## src/rtl/spike_generator_array.sv

```systemverilog
// Array of periodic spike generators sharing one registered output slot, with round-robin arbitration.
// Latency: a spike appears one cycle after its pending bit sets. Backpressure: the slot holds while out_r=0, and a repeat fire is counted as a drop.
module spike_generator_array #(
    parameter int NumGens = 8,
    parameter int Ngens   = 8,
    parameter int Nperiod = 16,
    parameter int Ntag    = 11,
    parameter int Nct     = 10
) (
    input  logic               clk,
    input  logic               reset_n,
    input  logic               time_unit_pulse,
    input  logic [Ngens-1:0]   prog_gen_idx,
    input  logic [Nperiod-1:0] prog_period,
    input  logic [Nperiod-1:0] prog_ticks,
    input  logic [Ntag-1:0]    prog_tag,
    input  logic               prog_v,
    output logic               prog_a,
    output logic [Ntag-1:0]    out_tag,
    output logic [Nct-1:0]     out_ct,
    output logic               out_v,
    input  logic               out_r,
    output logic               drop_pulse,
    output logic               bad_idx_pulse
);
    localparam int Pw = (NumGens > 1) ? $clog2(NumGens) : 1;

    logic [Nperiod-1:0] period_q [NumGens];
    logic [Nperiod-1:0] count_q  [NumGens];
    logic [Ntag-1:0]    tag_q    [NumGens];
    logic [NumGens-1:0] pending_q;
    logic [Pw-1:0]      ptr_q;

    logic               accept;
    logic               bad_idx;
    logic               load_en;
    logic               sel_found;
    logic [Pw-1:0]      sel;
    logic [Pw-1:0]      cand;
    logic [NumGens-1:0] prog_hit;
    logic [NumGens-1:0] fire;
    logic [NumGens-1:0] clr;

    // prog_a high blocks a second accept, so each word is taken exactly once
    assign accept  = prog_v && !prog_a;
    assign bad_idx = prog_gen_idx >= Ngens'(NumGens);
    assign load_en = !out_v || out_r;

    always_comb begin
        prog_hit = '0;
        fire     = '0;
        for (int i = 0; i < NumGens; i++) begin
            prog_hit[i] = accept && (prog_gen_idx == Ngens'(i));
            fire[i]     = time_unit_pulse && !prog_hit[i] && (period_q[i] != '0)
                          && (count_q[i] <= Nperiod'(1));
        end
    end

    // First pending generator at or after the pointer, wrapping around
    always_comb begin
        sel_found = 1'b0;
        sel       = '0;
        cand      = '0;
        clr       = '0;
        for (int k = 0; k < NumGens; k++) begin
            cand = Pw'((int'(ptr_q) + k) % NumGens);
            if (!sel_found && pending_q[cand]) begin
                sel_found = 1'b1;
                sel       = cand;
            end
        end
        if (load_en && sel_found) clr[sel] = 1'b1;
    end

    always_ff @(posedge clk or negedge reset_n) begin
        if (!reset_n) begin
            for (int i = 0; i < NumGens; i++) begin
                period_q[i] <= '0;
                count_q[i]  <= '0;
                tag_q[i]    <= '0;
            end
            pending_q <= '0;
        end else begin
            for (int i = 0; i < NumGens; i++) begin
                if (prog_hit[i]) begin
                    period_q[i] <= prog_period;
                    count_q[i]  <= prog_ticks;
                    tag_q[i]    <= prog_tag;
                end else if (fire[i]) begin
                    count_q[i] <= period_q[i];
                end else if (time_unit_pulse && (period_q[i] != '0)) begin
                    count_q[i] <= count_q[i] - Nperiod'(1);
                end
            end
            // A fire in the same cycle as its slot load re-arms the bit without a drop
            pending_q <= (pending_q & ~clr & ~prog_hit) | fire;
        end
    end

    always_ff @(posedge clk or negedge reset_n) begin
        if (!reset_n) begin
            ptr_q         <= '0;
            out_v         <= 1'b0;
            out_tag       <= '0;
            out_ct        <= '0;
            prog_a        <= 1'b0;
            drop_pulse    <= 1'b0;
            bad_idx_pulse <= 1'b0;
        end else begin
            prog_a        <= accept;
            bad_idx_pulse <= accept && bad_idx;
            drop_pulse    <= |(fire & pending_q & ~clr);
            if (load_en) begin
                out_v <= sel_found;
                if (sel_found) begin
                    out_tag <= tag_q[sel];
                    out_ct  <= Nct'(1);
                    ptr_q   <= Pw'((int'(sel) + 1) % NumGens);
                end
            end
        end
    end
endmodule

```

## config.mk

```make
export PLATFORM = sky130hd
export DESIGN_NAME = spike_generator_array
export DESIGN_NICKNAME = d
export VERILOG_FILES = /design/src/rtl/spike_generator_array.sv
export SDC_FILE = /design/constraint.sdc
export NUM_CORES = 1
export LEC_CHECK = 0
export ABC_AREA = 0
export CORE_MARGIN = 1
export CORE_UTILIZATION = 46
export DETAILED_ROUTE_END_ITERATION = 12
export MAX_ROUTING_LAYER = met4
export PLACE_DENSITY = 0.66
export SETUP_SLACK_MARGIN = 0.3
export SLEW_MARGIN = 20
export SYNTH_ARGS = -nofsm -noshare
export SYNTH_HDL_FRONTEND = slang
export SYNTH_SLANG_ARGS = --single-unit
```

## constraint.sdc

```tcl
create_clock -name clk -period 6.85 [get_ports clk]
set_clock_uncertainty 0.15 [all_clocks]
set_input_delay 1.37 -clock clk [delete_from_list [all_inputs] [get_ports clk]]
set_output_delay 1.37 -clock clk [all_outputs]
set_load 0.02 [all_outputs]
```

==> metrics.csv, run 1 <==
metric,value,unit
vdd.ir_drop.worst,0.266,mV
postSynthCellCount,2488,
timing.hold.worst_path_depth,1,
totalWireLength,62.4,mm
ys_ff_latch,371,
drt_iter0_drc,1788,
nNetsFinal,2526,
highest_fanout_seen_on_the_critical_path,19,
route.layer.met1.wl,27.2,mm
timing.slew.headroom,24.9,%
netlist_area,0.0204,mm^2
core_area,0.0435,mm^2
die-area,0.0452,mm^2
max-cap-violations,0,
layout.filler_cells,4016,
critPathLaunchType,flop,
clockRootBuffer,sky130_fd_sc_hd__clkbuf_16,
worst_skew_late_latency,570,ps
reg2reg_depth,12,
hold_class,reg2reg,
tritoncts,done,
critical_path.endpoint_type,flop,
hold-path-endpoint,out_ct[0],
area_growth_syn_to_layout,12.1,%
clock_sink_count,371,
first_global_vias,17000,
detailedRoute.firstPassIterationCount,7,
port-buffer-count,71,
pwr_density_cell,406,mW/mm^2
met3RoutedLength,4.91,mm
globalRouteTotalUtil,29.0,%
drc_markers,0,
antenna_left,0,
grt_start_max_net_pins,121,
route.detailed.wl_per_inst,20.3,um
hold_path.startpoint,out_ct[0],
hold_viol_final,0,
final_period_minus_worst_setup_slack,5510,ps
final-seq-area,0.00928,mm^2
outcome,"finished, final reports clean",
post-cts-setup-buffers,0,
timing.final.setup_violations,0,
arr_time_crit_path,5790,ps
setup_repair_after_global_routing_missed_its_margin,no,
gr-total-overflow,0,
drt-vias-per-instance,5.85,
dp.final_hpwl,39.5,mm
timing.final.max_slew_violations,0,
cts_inserted_buffers,42,
route.vias.total,17900,
route.met2.wl,27.7,mm
initial_core_util,47.0,%
worst-setup-path-type,reg2reg,
yosysWarningCount,0,
synth_edf_count,0,
totalNegativeSetupSlack,0,ps
cts_htree_levels,2,
ff2ff_setup_slack,1340,ps
multiInputGateArea,0.0102,mm^2
std_cell_rows,76,
die_width,213,um
place.gp.congestion,0.895,
design_power_total,0.00930,W
pin_count,81,
ys_dominant_reg_cell,sky130_fd_sc_hd__dfrtp_1,
power.static_leakage,10.5,nW
wire_length_of_the_first_global_routing_pass,96.8,mm
grt_antenna_before_repair,1,
crit-reg2reg-capture,out_tag[0],
post_synth_num_cell_types,78,
top_layer_used_by_detailed_routing,met4,
clock.fmax,0.181,GHz
fp.dieH,213,um
async_reset_ff_share,100,%
cts_resized,0,
finalCritPeriodShare,80.5,%
hold_buffers,0,
r2r-start,ptr_q[1],
ys_seq_area_share,45.5,%
clkSlewWorstSetupHoldPaths,60,ps
worst_pin_slew,1120,ps
cp_data_required_time,7130,ps
antenna_cells,0,
cts_buffer_depth,3,
syn_area_per_cell,8.21,um^2
post_route_cells_drive_above_1_share,8.01,%
[logic make-up after synthesis]
kind of cell / Yosys count / synth area share, %
flip-flops: 371 / 45.5
AO/OA/AOI/OAI: 536 / 15.8
multiplexers: 95 / 6.95
other: 1 / 0.0184
AND/OR/NAND/NOR: 1195 / 24.6
buffers and inverters: 250 / 5.13
XOR/XNOR: 22 / 0.944
adder cells (fa/ha/maj): 18 / 1.10
[sequential cells by signal (all words and copies together), names as in the netlist]
name	cells
count_q	128
period_q	128
tag_q	88
out_tag	11
pending_q	8
ptr_q	3
bad_idx_pulse	1
drop_pulse	1
out_ct	1
out_v	1
prog_a	1
[cells in the mapped netlist, types with 19 or more instances]
| master | n | area share, % |
|---|---|---|
| sky130_fd_sc_hd__nand2_1 | 730 | 13 |
| sky130_fd_sc_hd__dfrtp_1 | 371 | 45 |
| sky130_fd_sc_hd__nor2_1 | 232 | 4.3 |
| sky130_fd_sc_hd__a21oi_1 | 196 | 4.8 |
| sky130_fd_sc_hd__clkbuf_1 | 151 | 2.8 |
| sky130_fd_sc_hd__o21ai_0 | 109 | 2.7 |
| sky130_fd_sc_hd__o22ai_1 | 74 | 2.3 |
| sky130_fd_sc_hd__inv_1 | 57 | 1.0 |
| sky130_fd_sc_hd__nor4_1 | 51 | 1.6 |
| sky130_fd_sc_hd__nor3_1 | 46 | 1.1 |
| sky130_fd_sc_hd__a211oi_1 | 40 | 1.5 |
| sky130_fd_sc_hd__mux2_2 | 35 | 1.9 |
| sky130_fd_sc_hd__or3_1 | 33 | 1.0 |
| sky130_fd_sc_hd__mux4_2 | 31 | 3.4 |
| sky130_fd_sc_hd__mux2i_1 | 26 | 1.3 |
| sky130_fd_sc_hd__nand3_1 | 26 | 0.64 |
| sky130_fd_sc_hd__a31oi_1 | 25 | 0.77 |
| sky130_fd_sc_hd__nand2b_1 | 19 | 0.58 |
[critical path, cell delays in order, from the launching register on]
cell	delay, ps
sky130_fd_sc_hd__dfrtp_1	710
sky130_fd_sc_hd__clkinv_1	400
sky130_fd_sc_hd__ha_1	770
sky130_fd_sc_hd__mux4_1	700
sky130_fd_sc_hd__mux2i_1	320
sky130_fd_sc_hd__mux2i_1	180
sky130_fd_sc_hd__a21oi_1	250
sky130_fd_sc_hd__a32oi_1	190
sky130_fd_sc_hd__o221ai_4	660
sky130_fd_sc_hd__buf_12	260
sky130_fd_sc_hd__mux4_2	520
sky130_fd_sc_hd__mux2i_1	160
sky130_fd_sc_hd__a21oi_1	90
[layout make-up]
class	instances	area share (%)
inverters	59	0.967
clock buffers	59	5.36
flip-flops and latches	371	40.6
clock inverters	17	1.12
repair buffers	103	4.34
well taps	585	3.20
multi-input cells	1875	44.5
[worst max path at each step]
stage / start / endpoint / slack (ps) / cells after the start
after floorplan: ptr_q[1] / out_tag[1] / 2690 / 15
after global placement: ptr_q[1] / out_tag[0] / 1540 / 12
after detailed placement: ptr_q[1] / out_tag[7] / 1420 / 12
after CTS: ptr_q[1] / out_tag[0] / 1400 / 12
after global routing: ptr_q[1] / out_tag[5] / 1060 / 12
final: ptr_q[1] / out_tag[0] / 1340 / 12
[placed cells by master, fill, tap and decap left out, types with 33 or more instances in the layout]
| cell type | netlist | routed |
|---|---|---|
| sky130_fd_sc_hd__clkdlybuf4s50_1 | 0 | 70 |
| sky130_fd_sc_hd__o22ai_1 | 74 | 74 |
| sky130_fd_sc_hd__nor3_1 | 46 | 42 |
| sky130_fd_sc_hd__nor4_1 | 51 | 50 |
| sky130_fd_sc_hd__mux2_2 | 35 | 35 |
| sky130_fd_sc_hd__nand2_1 | 730 | 730 |
| sky130_fd_sc_hd__clkbuf_16 | 0 | 43 |
| sky130_fd_sc_hd__or3_1 | 33 | 33 |
| sky130_fd_sc_hd__nor2_1 | 232 | 230 |
| sky130_fd_sc_hd__o21ai_0 | 109 | 109 |
| sky130_fd_sc_hd__dfrtp_1 | 371 | 371 |
| sky130_fd_sc_hd__a211oi_1 | 40 | 40 |
| sky130_fd_sc_hd__inv_1 | 57 | 57 |
| sky130_fd_sc_hd__a21oi_1 | 196 | 196 |
[routing by layer]
metal / vias to the layer above / global-route usage [%]
li1: 8459 / -
met4: 0 / 12.3
met5: - / -
met2: 646 / 43.0
met1: 8699 / 38.3
met3: 142 / 6.43
[power by group]
part           switching [W]  internal, W
clock network       0.000944      0.00148
registers           0.000538      0.00264
logic                0.00214      0.00156
total                0.00362      0.00568
[stage by stage]
| step | cells | utilization, % | hold WS, ps | setup WS (ps) | instance area, um^2 |
|---|---|---|---|---|---|
| floorplan | 2496 | - | 281 | 2690 | 20400 |
| global placement | 2992 | 49.2 | 293 | 1540 | 21400 |
| global route | 3069 | 52.7 | 340 | 1060 | 22900 |
| CTS | 3069 | 52.7 | 316 | 1400 | 22900 |
| finish | 3069 | 52.7 | 312 | 1340 | 22900 |
| detailed placement | 2993 | 49.2 | 304 | 1420 | 21400 |
Power figures use the tool's default switching activity.
==> run 2, diff against run 1 <==
==> constraint.sdc (replaced) <==
create_clock -name clk -period 5.4 [get_ports clk]
set_clock_uncertainty 0.15 [all_clocks]
set_input_delay 1.08 -clock clk [delete_from_list [all_inputs] [get_ports clk]]
set_output_delay 1.08 -clock clk [all_outputs]
set_load 0.02 [all_outputs]
==> metrics.csv, run 2 (same netlist as run 1, synthesis figures left out) <==
metric,value,unit,change
final-seq-area,0.00928,mm^2,unchanged
leading_cell_types_in_the_layout_fill_and_taps_excluded,"sky130_fd_sc_hd__nand2_1, sky130_fd_sc_hd__dfrtp_1, sky130_fd_sc_hd__nor2_1, sky130_fd_sc_hd__a21oi_1, sky130_fd_sc_hd__o21ai_0",,unchanged
die_width,213,um,unchanged
critical_path.cell_chain,inv_2 > ha_1 > mux4_1 > mux2i_2 > nand2b_1 > o211ai_1 > or3b_1 > o221ai_4 > buf_12 > mux4_2 > mux2i_1 > a21oi_1,,was clkinv_1 > ha_1 > mux4_1 > mux2i_1 > mux2i_1 > a21oi_1 > a32oi_1 > o221ai_4 > buf_12 > mux4_2 > mux2i_1 > a21oi_1
finalCritPeriodShare,81.7,%,was 80.5%
pwr_density_cell,511,mW/mm^2,was 406 mW/mm^2
drc_markers,0,,unchanged
globalRouteTotalUtil,29.0,%,about the same
worst_skew_late_latency,570,ps,about the same
cts_resized,0,,unchanged
timing.hold.worst_path_depth,2,,was 1
worst_path_slowest_cell,sky130_fd_sc_hd__ha_1,,unchanged
wire_length_of_the_first_global_routing_pass,97.4,mm,was 96.8 mm
reg2reg_depth,12,,unchanged
arr_time_crit_path,4670,ps,was 5790 ps
finish.utilization,52.7,%,about the same
hold_buffers,0,,unchanged
clock.fmax,0.227,GHz,was 0.181 GHz
layout.filler_cells,4035,,was 4016
design_power_total,0.0117,W,was 0.00930 W
route.detailed.wl_per_inst,20.2,um,was 20.3 um
area_growth_syn_to_layout,12.2,%,was 12.1%
core_area,0.0435,mm^2,unchanged
clkSlewWorstSetupHoldPaths,50,ps,was 60 ps
die-area,0.0452,mm^2,unchanged
gr-total-overflow,0,,unchanged
power.static_leakage,10.6,nW,was 10.5 nW
timing.final.setup_violations,0,,unchanged
clockRootBuffer,sky130_fd_sc_hd__clkbuf_16,,unchanged
totalWireLength,62.2,mm,was 62.4 mm
drt_iter0_drc,1939,,was 1788
cts_htree_levels,2,,unchanged
pin_count,81,,unchanged
nNetsFinal,2535,,was 2526
final_period_minus_worst_setup_slack,4410,ps,was 5510 ps
cts_inserted_buffers,41,,was 42
worst-path-stages,12,,unchanged
detailedRoute.firstPassIterationCount,8,,was 7
cp_slowest_stage_delay,720,ps,was 770 ps
antenna_cells,0,,unchanged
hold_viol_final,0,,unchanged
drt-vias-per-instance,5.91,,was 5.85
dp.final_hpwl,39.5,mm,about the same
worst_pin_slew,1010,ps,was 1120 ps
vdd.ir_drop.worst,0.480,mV,was 0.266 mV
initial_core_util,47.0,%,unchanged
grt_start_max_net_pins,104,,was 121
timing.final.max_slew_violations,0,,unchanged
outcome,"finished, final reports clean",,unchanged
post_route_cells_drive_above_1_share,8.35,%,was 8.01%
port-buffer-count,71,,unchanged
antenna_left,0,,unchanged
route.vias.total,18200,,was 17900
critPathLaunchType,flop,,unchanged
tritoncts,done,,unchanged
path_delay_family,multiplexers,,unchanged
worstPathBufferInverterCount,2,,unchanged
clock_sink_count,371,,unchanged
cts_buffer_depth,3,,unchanged
detailed_place.area,0.0215,mm^2,was 0.0214 mm^2
most_frequent_standard_cell_in_the_layout_excluding_fill_and_tap_cells,sky130_fd_sc_hd__nand2_1,,unchanged
post_route_cell_area,0.0229,mm^2,about the same
first_global_vias,16800,,was 17000
std_cell_rows,76,,unchanged
critical_path.endpoint_type,flop,,unchanged
place.gp.congestion,0.892,,was 0.895
max-cap-violations,0,,unchanged
timing.slew.headroom,32.7,%,was 24.9%
cp_data_required_time,5660,ps,was 7130 ps
top_regs,"count_q: 128 flops, period_q: 128 flops, tag_q: 88 flops",,unchanged
worst-setup-path-type,reg2reg,,unchanged
hold_class,reg2reg,,unchanged
multiInputGateArea,0.0102,mm^2,about the same
post-cts-setup-buffers,0,,unchanged
hold_ws,316,ps,was 312 ps
totalNegativeSetupSlack,0,ps,unchanged
grt_antenna_before_repair,0,,was 1
setup_repair_after_global_routing_missed_its_margin,no,,unchanged
highest_fanout_seen_on_the_critical_path,31,,was 19
fp.dieH,213,um,unchanged
-- run 2: changes by cell type in the layout (fill, tap and decap cells not counted), sizes merged --
cell / change
buf: +10
inv: +2
bufinv: -1
clkinv: +4
clkbuf: -7
clkinvlp: -1
-- run 2: where the power goes --
part           switching [W]  internal, W
Sequential          0.000654      0.00335
Combinational        0.00273      0.00200
Clock                0.00120      0.00177
Total                0.00459      0.00713
-- run 2: stage by stage --
| step | std cells | setup slack [ps] |
|---|---|---|
| after floorplan | 2496 | 1240 |
| after global placement | 3003 | 1060 |
| after detailed placement | 3003 | 1040 |
| after CTS | 3076 | 1010 |
| after global routing | 3076 | 768 |
| final | 3076 | 987 |
-- run 2: worst paths after layout --
kind	endpoint	start	slack (ps)
hold / removal	tag_q[38]	tag_q[38]	320
setup reg to reg	out_tag[7]	ptr_q[0]	990
min in group asynchronous	count_q[20]	reset_n	380
setup / recovery	out_tag[7]	ptr_q[0]	990
hold reg to reg	tag_q[38]	tag_q[38]	320
max in group asynchronous	count_q[51]	reset_n	3600
-- run 2: layout make-up --
cell class | instances | area share [%]
Clock buffer | 52 | 5.06
Clock inverter | 21 | 1.14
Tap cell | 585 | 3.19
Inverter | 59 | 0.967
Sequential cell | 371 | 40.5
Multi-Input combinational cell | 1875 | 44.4
Timing Repair Buffer | 113 | 4.72
-- run 2: tightest hold or removal path, stage by stage (launching register included) --
cell and delay [ps]:
sky130_fd_sc_hd__dfrtp_1 340, sky130_fd_sc_hd__nand2_1 50, sky130_fd_sc_hd__nand2_1 50
-- run 2: routing by layer --
layer	global-route usage [%]	wire (um)	vias up
met3	3.93	4630	120
met2	43.6	28200	730
met5	-	0	-
met1	39.9	27400	8824
met4	10.9	2030	0
li1	-	-	8491
